**src/rtl/shift_pipe_pkg.sv**
```systemverilog
// shift_pipe_pkg: shared constants, clog2 helper and stage record for shift_pipe
package shift_pipe_pkg;
    localparam int DEF_WIDTH = 8;
    localparam int DEF_DEPTH = 4;
    function automatic int clog2_safe(input int n);
        return (n <= 2) ? 1 : $clog2(n);
    endfunction
    typedef struct packed {
        logic                 valid;
        logic [DEF_WIDTH-1:0] data;
    } stage_t;
endpackage

```
**src/rtl/shift_pipe_stage.sv**
```systemverilog
// shift_pipe_stage: one {valid, data} register with sync reset, flush and enable
module shift_pipe_stage
    import shift_pipe_pkg::*;
#(
    parameter type T = stage_t
) (
    input  logic clk,
    input  logic rst,
    input  logic clr,
    input  logic en,
    input  T     d,
    output T     q
);
    always_ff @(posedge clk)
        if (rst || clr) q <= '0;
        else if (en) q <= d;
endmodule

```
**src/rtl/shift_pipe.sv**
```systemverilog
// shift_pipe: stallable, flushable DEPTH-stage delay line with valid tracking and occupancy count.
// Define SHIFT_PIPE_TAP_EN to add the tap_sel/tap_dout stage read port.
module shift_pipe
    import shift_pipe_pkg::*;
#(
    parameter int WIDTH = DEF_WIDTH,
    parameter int DEPTH = DEF_DEPTH,
    localparam int CW = clog2_safe(DEPTH + 1)
`ifdef SHIFT_PIPE_TAP_EN
    ,
    localparam int TW = clog2_safe(DEPTH)
`endif
) (
    input  logic             clk,
    input  logic             rst,
    input  logic             en,
    input  logic             clr,
    input  logic [WIDTH-1:0] din,
    input  logic             din_valid,
    output logic [WIDTH-1:0] dout,
    output logic             dout_valid,
    output logic [CW-1:0]    count
`ifdef SHIFT_PIPE_TAP_EN
    ,
    input  logic [TW-1:0]    tap_sel,
    output logic [WIDTH-1:0] tap_dout
`endif
);
    typedef struct packed {
        logic             valid;
        logic [WIDTH-1:0] data;
    } rec_t;
    rec_t stg [DEPTH];
    genvar i;
    for (i = 0; i < DEPTH; i++) begin : g_stage
        rec_t d;
        if (i == 0) begin : g_head
            assign d = '{valid: din_valid, data: din};
        end else begin : g_body
            assign d = stg[i-1];
        end
        shift_pipe_stage #(.T(rec_t)) u_stage (
            .clk(clk),
            .rst(rst),
            .clr(clr),
            .en (en),
            .d  (d),
            .q  (stg[i])
        );
    end
    assign dout       = stg[DEPTH-1].data;
    assign dout_valid = stg[DEPTH-1].valid;
    // Occupancy stays within 0..DEPTH, so modular CW-bit arithmetic is exact.
    always_ff @(posedge clk)
        if (rst || clr) count <= '0;
        else if (en) count <= count + CW'(din_valid) - CW'(stg[DEPTH-1].valid);
`ifdef SHIFT_PIPE_TAP_EN
    always_comb begin
        tap_dout = '0;
        for (int k = 0; k < DEPTH; k++)
            if (tap_sel == TW'(k)) tap_dout = stg[k].data;
    end
`endif
endmodule

```
**config.mk**
```make
export PLATFORM = sky130hd
export DESIGN_NAME = shift_pipe
export DESIGN_NICKNAME = d
export VERILOG_FILES = /design/src/rtl/shift_pipe_pkg.sv /design/src/rtl/shift_pipe_stage.sv /design/src/rtl/shift_pipe.sv
export SDC_FILE = /design/constraint.sdc
export NUM_CORES = 1
export LEC_CHECK = 0
export ABC_AREA = 1
export CAP_MARGIN = 20
export CORE_UTILIZATION = 55
export DETAILED_ROUTE_END_ITERATION = 12
export GPL_ROUTABILITY_DRIVEN = 1
export PLACE_DENSITY = 0.8
export SETUP_SLACK_MARGIN = 0.1
export SYNTH_ARGS = -nofsm -noshare
export SYNTH_HDL_FRONTEND = slang
export SYNTH_HIERARCHICAL = 1
export SYNTH_SLANG_ARGS = --single-unit
```
**constraint.sdc**
```tcl
create_clock -name clk -period 2.95 [get_ports clk]
set_input_delay 0.59 -clock clk [delete_from_list [all_inputs] [get_ports clk]]
set_output_delay 0.59 -clock clk [all_outputs]
set_load 0.02 [all_outputs]
```
# --- After elaboration in Yosys (flattened, before gate mapping) ---
# Cells that the tools add are included.
op_classes:
  n_addsub: 2
  n_reduce_logical: 1
op_table:
  columns: ["cell", "n"]
  rows:
  - ["3-bit by 1-bit adder with 3-bit output", 1]
  - ["3-bit by 1-bit subtractor with 3-bit output", 1]
  - ["1-bit logical OR", 1]
totals:
  reg_bits: 39
  in_bits: 13
  output_inout_bits: 12
  word_cells: 12

# --- Depth between registers and ports, before layout ---
depth:
  ltp_word: 2
  mapped_depth: 11
  ltp_nobuf: 11

# --- Hierarchy ---
# Netlist, hierarchy kept.
by_module_without_submodules:
  columns: ["module", "instances", "cells_each", "area_each_um2", "seq_area_each_um2"]
  rows:
  - ["shift_pipe_stage", 4, 57, 432.9, 180.2]
  - ["shift_pipe", 1, 26, 187.7, 60.1]

# --- Worst setup path after synthesis ---
# Ideal clock, no wire load.
synth_path:
  path_kind: "register to register"
  from: "reg count[0]"
  to: "reg count[2]"
  setup_ps: 64
  arrival_ps: 1690
  t_required_ps: 2886
  path_slack_ps: 1196
  path_stages_with_launch: 12
  n_path_buf: 0
  synth_period_minus_slack_ps: 1754
  cell_sequence: "dfxtp_1 > inv_1 > ha_1 > inv_1 > ha_1 > inv_1 > fa_1 > nand2_1 > nand2_1 > nor2_1 > nor2_1 > nor2_1"
synth_via:
  elab_chain_cells: 2
synth_rtl:
  columns: ["item", "line_no", "rtl"]
  rows:
  - ["start: declaration", "shift_pipe.sv:22", "output logic [CW-1:0] count"]
  - ["start signal: assignment", "shift_pipe.sv:56", "else if (en) count <= count + CW'(din_valid) - CW'(stg[DEPTH-1].valid);"]
  - ["3-bit by 1-bit adder with 3-bit output", "shift_pipe.sv:56", null]
  - ["3-bit by 1-bit subtractor with 3-bit output", "shift_pipe.sv:56", null]
# Every way passes these cells.
# A chain may end at the register's enable or synchronous reset.

# --- Final worst setup path ---
layout_path:
  from: "reg count[1]"
  to: "out count[1]"
# No word-level cell between the ends.

==> run metrics <==
simple-gate share of the synthesized area=41.20%; # port buffers=24; min cycle time layout=2.042 ns; status=finished clean; Total Wirelength=2635 µm; IR Drop Worst-Case VDD=282.6 µV; largest family of logic cells by synthesized area=simple AND/OR/NAND/NOR gates; Synth Area in Compound Gates=roughly 1.0%; Post-Synthesis Cells=254; maximum clock path buffer count=2; routed via count=around 1400; Tcrit/Tclk final=between 60% and 70%; FF+latch count, synth=39; WP data arrival=1.45 ns; max-slew violations=0; max cap viols=0; largest net degree at the start of global routing=about 70; Place WS=0.7466 ns; Final ANT Viol Nets=0; Slowest-stage cell, CP=clkdlybuf4s50_1; met2 global-route usage=27.17%; largest area contributor in the netlist=dfxtp_1; Starting Density=57.52%; cell area after layout=2162 µm²; First DRT Iteration DRCs=29; DRC viols=0; Die X=about 61 µm; CTS clk-pin slew, worst paths=0.11 ns; Total GRT Usage=16.56%; post-CTS resize count=0; Post-CTS Setup Bufs=0; number of global-route vias before repair=approximately 1100; Synth Area in XOR/XNOR=0%; Syn Area/Cell=7.556 µm²; Clock Latency Late Sink=about 0.34 ns; total iterations of the first detailed-routing run=4; post-synth top area share=40.68%; Final Hold Viols=0; area added between synthesis and finish=12.65%; Syn Nets=270; worst slew pin tran=0.7896 ns; met1 Use GR=20.26%; initial antenna violation count=0; routed length per instance=slightly above 8 µm; placed cells=319; Lkg Pwr=between 0.9 and 1 nW; clk sink count=39; adder-cell share of the synthesized area=2.347%; post-route setup slack=0.9075 ns; largest cells by area after synthesis=dfxtp_1, nand2_1, nor2_2; fill count=about 330; total power=0.9687 mW; Root Driver=clkbuf_4; CTS tree=built; first-pass GRT wire length=approximately 4600 µm; vias per inst=4.235; CP endpoint kind=output port; I/O pins=25; hold_ws=0.4712 ns; PD cells=448.0 nW/µm²; worst path cell trace=clkdlybuf4s50_1; RSZ-0062 raised after global routing=no; CP max stage delay=0.65 ns; Core Util, Final=roughly two thirds; Final Setup Violations=0; Rel. slew slack=47.36%; Mapped Area=1919 µm²; yosys warns=6; Top Usage Layer GRT=met2; critical path class=flip-flop to output port; max frequency=489.6 MHz; CP max FO=6; Crit path buffers/inverters=1; Setup TNS Final=0 ns; sequential element share of the synthesized area=approximately two fifths; Die H=about 61 µm; grt ovf=0; Min-Delay Path Class=flip-flop to flip-flop; Cell Area, Placed=2112 µm²; clk_skew=~0.0073 ns; Nets=296; # diodes=0; Core ar.=about 3300 µm²; CTS Buf Count=5; GP Congestion=0.6634; row cnt=21; WP data required=between 2 and 2.5 ns; CP startpoint kind=flip-flop; multiplexer share of the synthesized area=0%; H-tree levels=2; die area=3730 µm²; post-synth cell types=15; final cell count without fillers=327; layout cells sized above 1=20.64%; GR Util met3=around 3.8%; hpwl dp=1830 µm; # hold bufs at CTS=0; Top Family by Delay on Critical Path=buffers and inverters
==> metal layers <==
metal	wire length [µm]	up-vias
met2	1236	24
met1	1268	581
li1	-	776
met4	43	0
met3	87	4
met5	0	-
==> sequential cells by signal (all words and copies together), names as in the netlist <==
signal             cells
count                  3
g_stage.u_stage/q     36
==> area by class of cell <==
cell class                      count  area, µm²  area share, %
Multi-Input combinational cell    165      855.8          39.58
Inverter                           42      157.7          7.292
Tap cell                           46      57.56          2.662
Clock inverter                      1      5.005         0.2315
Sequential cell                    39      780.7          36.11
Timing Repair Buffer               27      260.3          12.04
Clock buffer                        7      45.04          2.083
==> report_power, final <==
group	total, mW	internal (mW)	switching (mW)
clock network	0.258	0.0930	0.165
registers	0.559	0.546	0.0128
logic	0.151	0.0680	0.0835
total	0.969	0.707	0.262
==> worst paths after layout <==
path                                             start                              endpoint  slack (ns)  depth (start not counted)
setup reg to reg                 count[0]$_SDFFE_PP0P_                 count[2]$_SDFFE_PP0P_        1.13                         11
setup / recovery                 count[1]$_SDFFE_PP0P_                              count[1]        0.91                          1
hold reg to reg   g_stage[0].u_stage/q[8]$_SDFFE_PP0P_  g_stage[0].u_stage/q[8]$_SDFFE_PP0P_        0.47                          2
hold / removal    g_stage[0].u_stage/q[8]$_SDFFE_PP0P_  g_stage[0].u_stage/q[8]$_SDFFE_PP0P_        0.47                          2
==> cell usage after synthesis <==
master,n
nand2_1,68
inv_1,42
nor2_1,41
dfxtp_1,39
nor2_2,36
buf_12,4
buf_6,4
nand2_2,4
nand2_4,4
nor2_8,4
a21oi_1,2
ha_1,2
o21ai_0,2
fa_1,1
nand4_1,1
==> cells in the final DEF (no fill, tap or decap) <==
| cell type | instances |
|---|---|
| nand2_1 | 68 |
| inv_1 | 42 |
| nor2_1 | 41 |
| dfxtp_1 | 39 |
| nor2_2 | 36 |
| clkdlybuf4s50_1 | 23 |
| clkbuf_4 | 5 |
| nand2_4 | 4 |
| nor2_8 | 4 |
| nand2_2 | 4 |
| buf_4 | 4 |
| o21ai_0 | 2 |
| a21oi_1 | 2 |
| ha_1 | 2 |
| clkbuf_1 | 2 |
| nand4_1 | 1 |
| fa_1 | 1 |
| clkinv_2 | 1 |
==> cell families after synthesis <==
group	count (synthesis)
buf+inv	50
flops	39
fa+ha+maj	3
compound gates	4
simple gates	158
Note: power is estimated with default switching activity, not from simulation.
==> edit 1: new RTL, config.mk and constraints unchanged <==
Build with the macro `SHIFT_PIPE_TAP_EN` defined.
--- a/src/rtl/shift_pipe.sv
+++ b/src/rtl/shift_pipe.sv
@@ -1,5 +1,7 @@
 // shift_pipe: stallable, flushable DEPTH-stage delay line with valid tracking and occupancy count.
 // Define SHIFT_PIPE_TAP_EN to add the tap_sel/tap_dout stage read port.
+`define SHIFT_PIPE_TAP_EN
+
 module shift_pipe
     import shift_pipe_pkg::*;
 #(
Ports: changed (added tap_dout and tap_sel); port bits go from 25 to 35. No check against the original RTL was run, so the function may have changed too.
==> edit 1 against the unedited design <==
  * Cell area up 17%
  * Area after synthesis increased by 11%
  * Via count rose by 28%
  * Sequential cell count is the same
  * Setup slack got worse by 0.57 ns
  * Combinational power up 25%
  * Wire length increased by 42%
  * Total power up 18%
==> edit 1: results (changes against the unedited design) <==
\begin{tabular}{lr}
\hline
Metric & Value \\
\hline
\multicolumn{2}{l}{\textbf{GRT}} \\
Pin count of the biggest net entering global routing & 77 (+12\%) \\
Combined global-route utilization of all metal layers & 0.215 (+0.0493) \\
First-pass GRT wire length & 6930 um (+52\%) \\
\multicolumn{2}{l}{\textbf{Placed design}} \\
Count of input and output buffers & 34 (+42\%) \\
GP Congestion & 0.825 (+24\%) \\
Dpl cell area & 2430 um2 (+15\%) \\
Detailed placer's ending HPWL & 2710 um (+48\%) \\
\multicolumn{2}{l}{\textbf{Drt}} \\
Per-cell routed wire length & 9.72 um (+21\%) \\
Detailed-route via count & 1,773 (+28\%) \\
\multicolumn{2}{l}{\textbf{Run status}} \\
Result of the run & finished, final reports clean \\
\multicolumn{2}{l}{\textbf{Yosys}} \\
Post-synthesis sequential area ratio & 0.366 (-0.0404) \\
Most used standard cells in the synthesized netlist & 100 x nand2\_1, 42 x inv\_1, 39 x dfxtp\_1, 39 x nor2\_1, 37 x nor2\_2 \\
Net count after synthesis & 317 (+17\%) \\
\multicolumn{2}{l}{\textbf{STA}} \\
Maximum clock skew at final layout & 0.00847 ns (+0.00115 ns) \\
Worst slew margin & 0.383 (-0.0908) \\
\multicolumn{2}{l}{\textbf{Finish}} \\
Layout Cell Area excl Fill & 2530 um2 (+17\%) \\
Fill cells & 342 (+2.4\%) \\
Number of nets in the finished design & 353 (+19\%) \\
Ratio of cells with drive above 1 in the final layout & 0.196 (-0.00998) \\
\multicolumn{2}{l}{\textbf{Critical path}} \\
Arrival @ worst endpoint & 2.02 ns (+0.57 ns) \\
Reg-to-reg setup timing slack & 1.26 ns (+0.13 ns) \\
\multicolumn{2}{l}{\textbf{Power}} \\
Worst voltage drop across the vdd grid & 0.000315 V (+12\%) \\
LEAKAGE & 1.11 nW (+14\%) \\
\multicolumn{2}{l}{\textbf{Worst hold path}} \\
Beginning of the worst hold path & g\_stage[1].u\_stage/q[8] \\
Hold Path End & g\_stage[1].u\_stage/q[8] \\
\multicolumn{2}{l}{\textbf{Clock network}} \\
Clk\_lat worst skew & 0.29 ns (-0.05 ns) \\
\hline
\end{tabular}
## edit 1: cell types whose count changed in the layout (fill, tap and decap cells not counted), sizes merged, moves of 2 or more
| cell | before | now |
|---|---|---|
| inv | 42 | 45 |
| dlygate4sd2 | 0 | 2 |
| o21ai | 2 | 0 |
| nand2 | 76 | 108 |
| clkdlybuf4s50 | 23 | 31 |
| nand4 | 1 | 9 |
## edit 1: worst reg2reg max path: stages (launching register included)
cell and delay [ns]:
dfxtp_1 0.34, inv_1 0.06, ha_1 0.26, inv_1 0.05, ha_1 0.12, inv_1 0.04, fa_1 0.38, nand2_1 0.10
nand3_1 0.08, nand2_1 0.09, a21oi_1 0.06
## edit 1: power by group
part           internal (mW)  switching (mW)
registers              0.546          0.0177
clock network          0.213           0.177
logic                 0.0834           0.106
total                  0.843           0.300
## edit 1: logic make-up after synthesis
kind of cell,synth area share
buffers and inverters,0.138
adder cells (fa/ha/maj),0.0211
flip-flops,0.366
AO/OA/AOI/OAI,0.00822
AND/OR/NAND/NOR,0.466
## edit 1: area by class of cell
class                   count  share of cell area
multi-input cells         207               0.420
flip-flops and latches     39               0.309
repair buffers             37               0.142
inverters                  45              0.0668
clock buffers               8              0.0396
well taps                  48              0.0238
## edit 1: worst max-delay path by stage
stage | end | slack, ns
global placement | tap_dout[2] | 0.12
floorplan | count[2] | 1.22
global route | tap_dout[6] | 0.24
CTS | tap_dout[1] | 0.34
finish | tap_dout[2] | 0.34
detailed placement | tap_dout[1] | 0.08
## edit 1: layer usage
layer | vias to the layer above | global-route usage | part of all wire
li1 | 952 | - | -
met4 | 0 | 0.0750 | 0.014
met1 | 782 | 0.248 | 0.46
met3 | 6 | 0.0536 | 0.036
met2 | 33 | 0.382 | 0.49
met5 | - | 0 | 0
## edit 1: timing repair
action                     in CTS  in global routing
setup endpoints to repair       4                  0
setup buffers                   0                  0
gates resized for setup         3                  0
## edit 1: stage by stage
stage	std cells	hold WS (ns)	worst slack, ns
floorplan	299	0.447	1.22
global placement	376	0.455	0.117
detailed placement	376	0.460	0.0817
CTS	384	0.471	0.340
global route	384	0.483	0.240
finish	384	0.468	0.341
==> edit 2: new RTL, same flow settings <==
Without the edit above. Register the outputs `dout` and `dout_valid`; this adds one clock of latency there. The other outputs are not delayed to match.
--- a/src/rtl/shift_pipe.sv
+++ b/src/rtl/shift_pipe.sv
@@ -48,8 +48,10 @@
             .q  (stg[i])
         );
     end
-    assign dout       = stg[DEPTH-1].data;
-    assign dout_valid = stg[DEPTH-1].valid;
+    always_ff @(posedge clk) begin
+        dout       <= stg[DEPTH-1].data;
+        dout_valid <= stg[DEPTH-1].valid;
+    end
     // Occupancy stays within 0..DEPTH, so modular CW-bit arithmetic is exact.
     always_ff @(posedge clk)
         if (rst || clr) count <= '0;
Function: changed (Yosys sat finds a counterexample within 10 cycles, from zero or initial values).
==> edit 2 against the unedited design <==
  * Clock power up 74%
  * Clock skew decreased by 0.0032 ns
  * Sequential cell count up 9
  * Area after synthesis is 9.4% higher
  * Die area rose by 9.1%
  * Total power rose by 32%
  * Cell area up 10%
  * Wire length is 2.9% higher
  * Synthesized cell count is 3.5% higher
  * Setup slack better by 0.086 ns
  * Critical endpoint unchanged
  * Largest power group unchanged
==> edit 2: results (changes against the unedited design) <==
\begin{tabular}{lr}
\hline
Metric & Value \\
\hline
\multicolumn{2}{l}{\textbf{Finish}} \\
Register cell area after layout & 961 um2 (+23\%) \\
Number of nets in the finished design & 303 (+2.4\%) \\
Leading registers by flop count & g\_stage.u\_stage/q (36), dout (8), count (3) \\
\multicolumn{2}{l}{\textbf{Yosys}} \\
Post-synthesis sequential area ratio & 0.458 (+0.0509) \\
Most used standard cells in the synthesized netlist & 68 x nand2\_1, 48 x dfxtp\_1, 42 x inv\_1 \\
Largest cells by area after synthesis & dfxtp\_1 46\%, nand2\_1 12\%, nor2\_2 11\%, inv\_1 7.5\%, nor2\_1 7.3\% \\
Net count after synthesis & 279 (+3.3\%) \\
Count of mapped cells out of synthesis & 263 (+3.5\%) \\
\multicolumn{2}{l}{\textbf{Drt}} \\
Iteration-0 DRC Markers & 78 (+170\%) \\
Routed Wire Length & 2710 um (+2.9\%) \\
Vias per inst & 4.12 (-2.7\%) \\
\multicolumn{2}{l}{\textbf{Placed design}} \\
Detailed placer's ending HPWL & 1710 um (-6.8\%) \\
Dpl cell area & 2280 um2 (+7.9\%) \\
Number of instances in the placed design & 328 (+2.8\%) \\
Setup Slack @ Placement & 0.781 ns (+0.0343 ns) \\
\multicolumn{2}{l}{\textbf{Critical path}} \\
Arrival @ worst endpoint & 1.37 ns (-0.08 ns) \\
\multicolumn{2}{l}{\textbf{Run status}} \\
Result of the run & finished, final reports clean \\
\multicolumn{2}{l}{\textbf{Clock network}} \\
Setup fix buffers added after clock tree synthesis & 0 (unchanged) \\
Clk\_lat worst skew & 0.29 ns (-0.05 ns) \\
Clock Pin Slew Worst Setup and Hold Paths & 0.08 ns (-0.03 ns) \\
\multicolumn{2}{l}{\textbf{Power}} \\
Worst voltage drop across the vdd grid & 0.000280 V (-0.75\%) \\
Switching power of the nets & 0.294 mW (+12\%) \\
LEAKAGE & 1.06 nW (+9.2\%) \\
\multicolumn{2}{l}{\textbf{STA}} \\
Transition at the pin with the smallest max-transition slack & 0.918 ns (+0.128 ns) \\
\multicolumn{2}{l}{\textbf{GRT}} \\
Number of global-route vias before repair & 1,072 (-5.9\%) \\
First-pass GRT wire length & 4690 um (+3.0\%) \\
Pin count of the biggest net entering global routing & 76 (+10\%) \\
Combined global-route utilization of all metal layers & 0.151 (-0.0145) \\
\hline
\end{tabular}
==> edit 2: layer usage <==
metal / part of all wire / vias to the layer above / track usage / wire, um
met5: 0 / - / 0 / 0
met4: 0.015 / 0 / 0.0767 / 40
met3: 0.038 / 5 / 0.0429 / 103
met2: 0.48 / 26 / 0.229 / 1290
met1: 0.47 / 555 / 0.195 / 1280
li1: - / 799 / - / -
==> edit 2: final cells by class <==
type                    count  area share
clock buffers               6      0.0304
clock inverters             2      0.0147
inverters                  42      0.0660
multi-input cells         165       0.358
flip-flops and latches     48       0.403
well taps                  48      0.0252
repair buffers             25       0.103
==> edit 2: power groups by stage <==
stage	logic, mW	clock network (mW)	registers [mW]
6_report	0.151	0.448	0.684
5_1_grt	0.169	0.492	0.688
4_1_cts	0.152	0.457	0.685
3_5_place_dp	0.150	0	0.700
3_3_place_gp	0.147	0	0.699
2_1_floorplan	0.111	0	0.705
==> edit 2: logic make-up (layout without fill, tap and decap cells) <==
logic type / count (synthesis) / count (layout) / share of synthesized area
compound gates: 4 / 4 / 0.00954
buf+inv: 50 / 75 / 0.135
fa+ha+maj: 3 / 3 / 0.0215
simple gates: 158 / 158 / 0.377
flops: 48 / 48 / 0.458
==> edit 2: final timing paths <==
kind	start	to	slack, ns	depth (start not counted)
hold / removal	g_stage[3].u_stage/q[5]	dout[5]	0.35	0
setup reg to reg	count[0]	count[2]	1.11	11
hold reg to reg	g_stage[3].u_stage/q[5]	dout[5]	0.35	0
setup / recovery	count[1]	count[1]	0.99	1
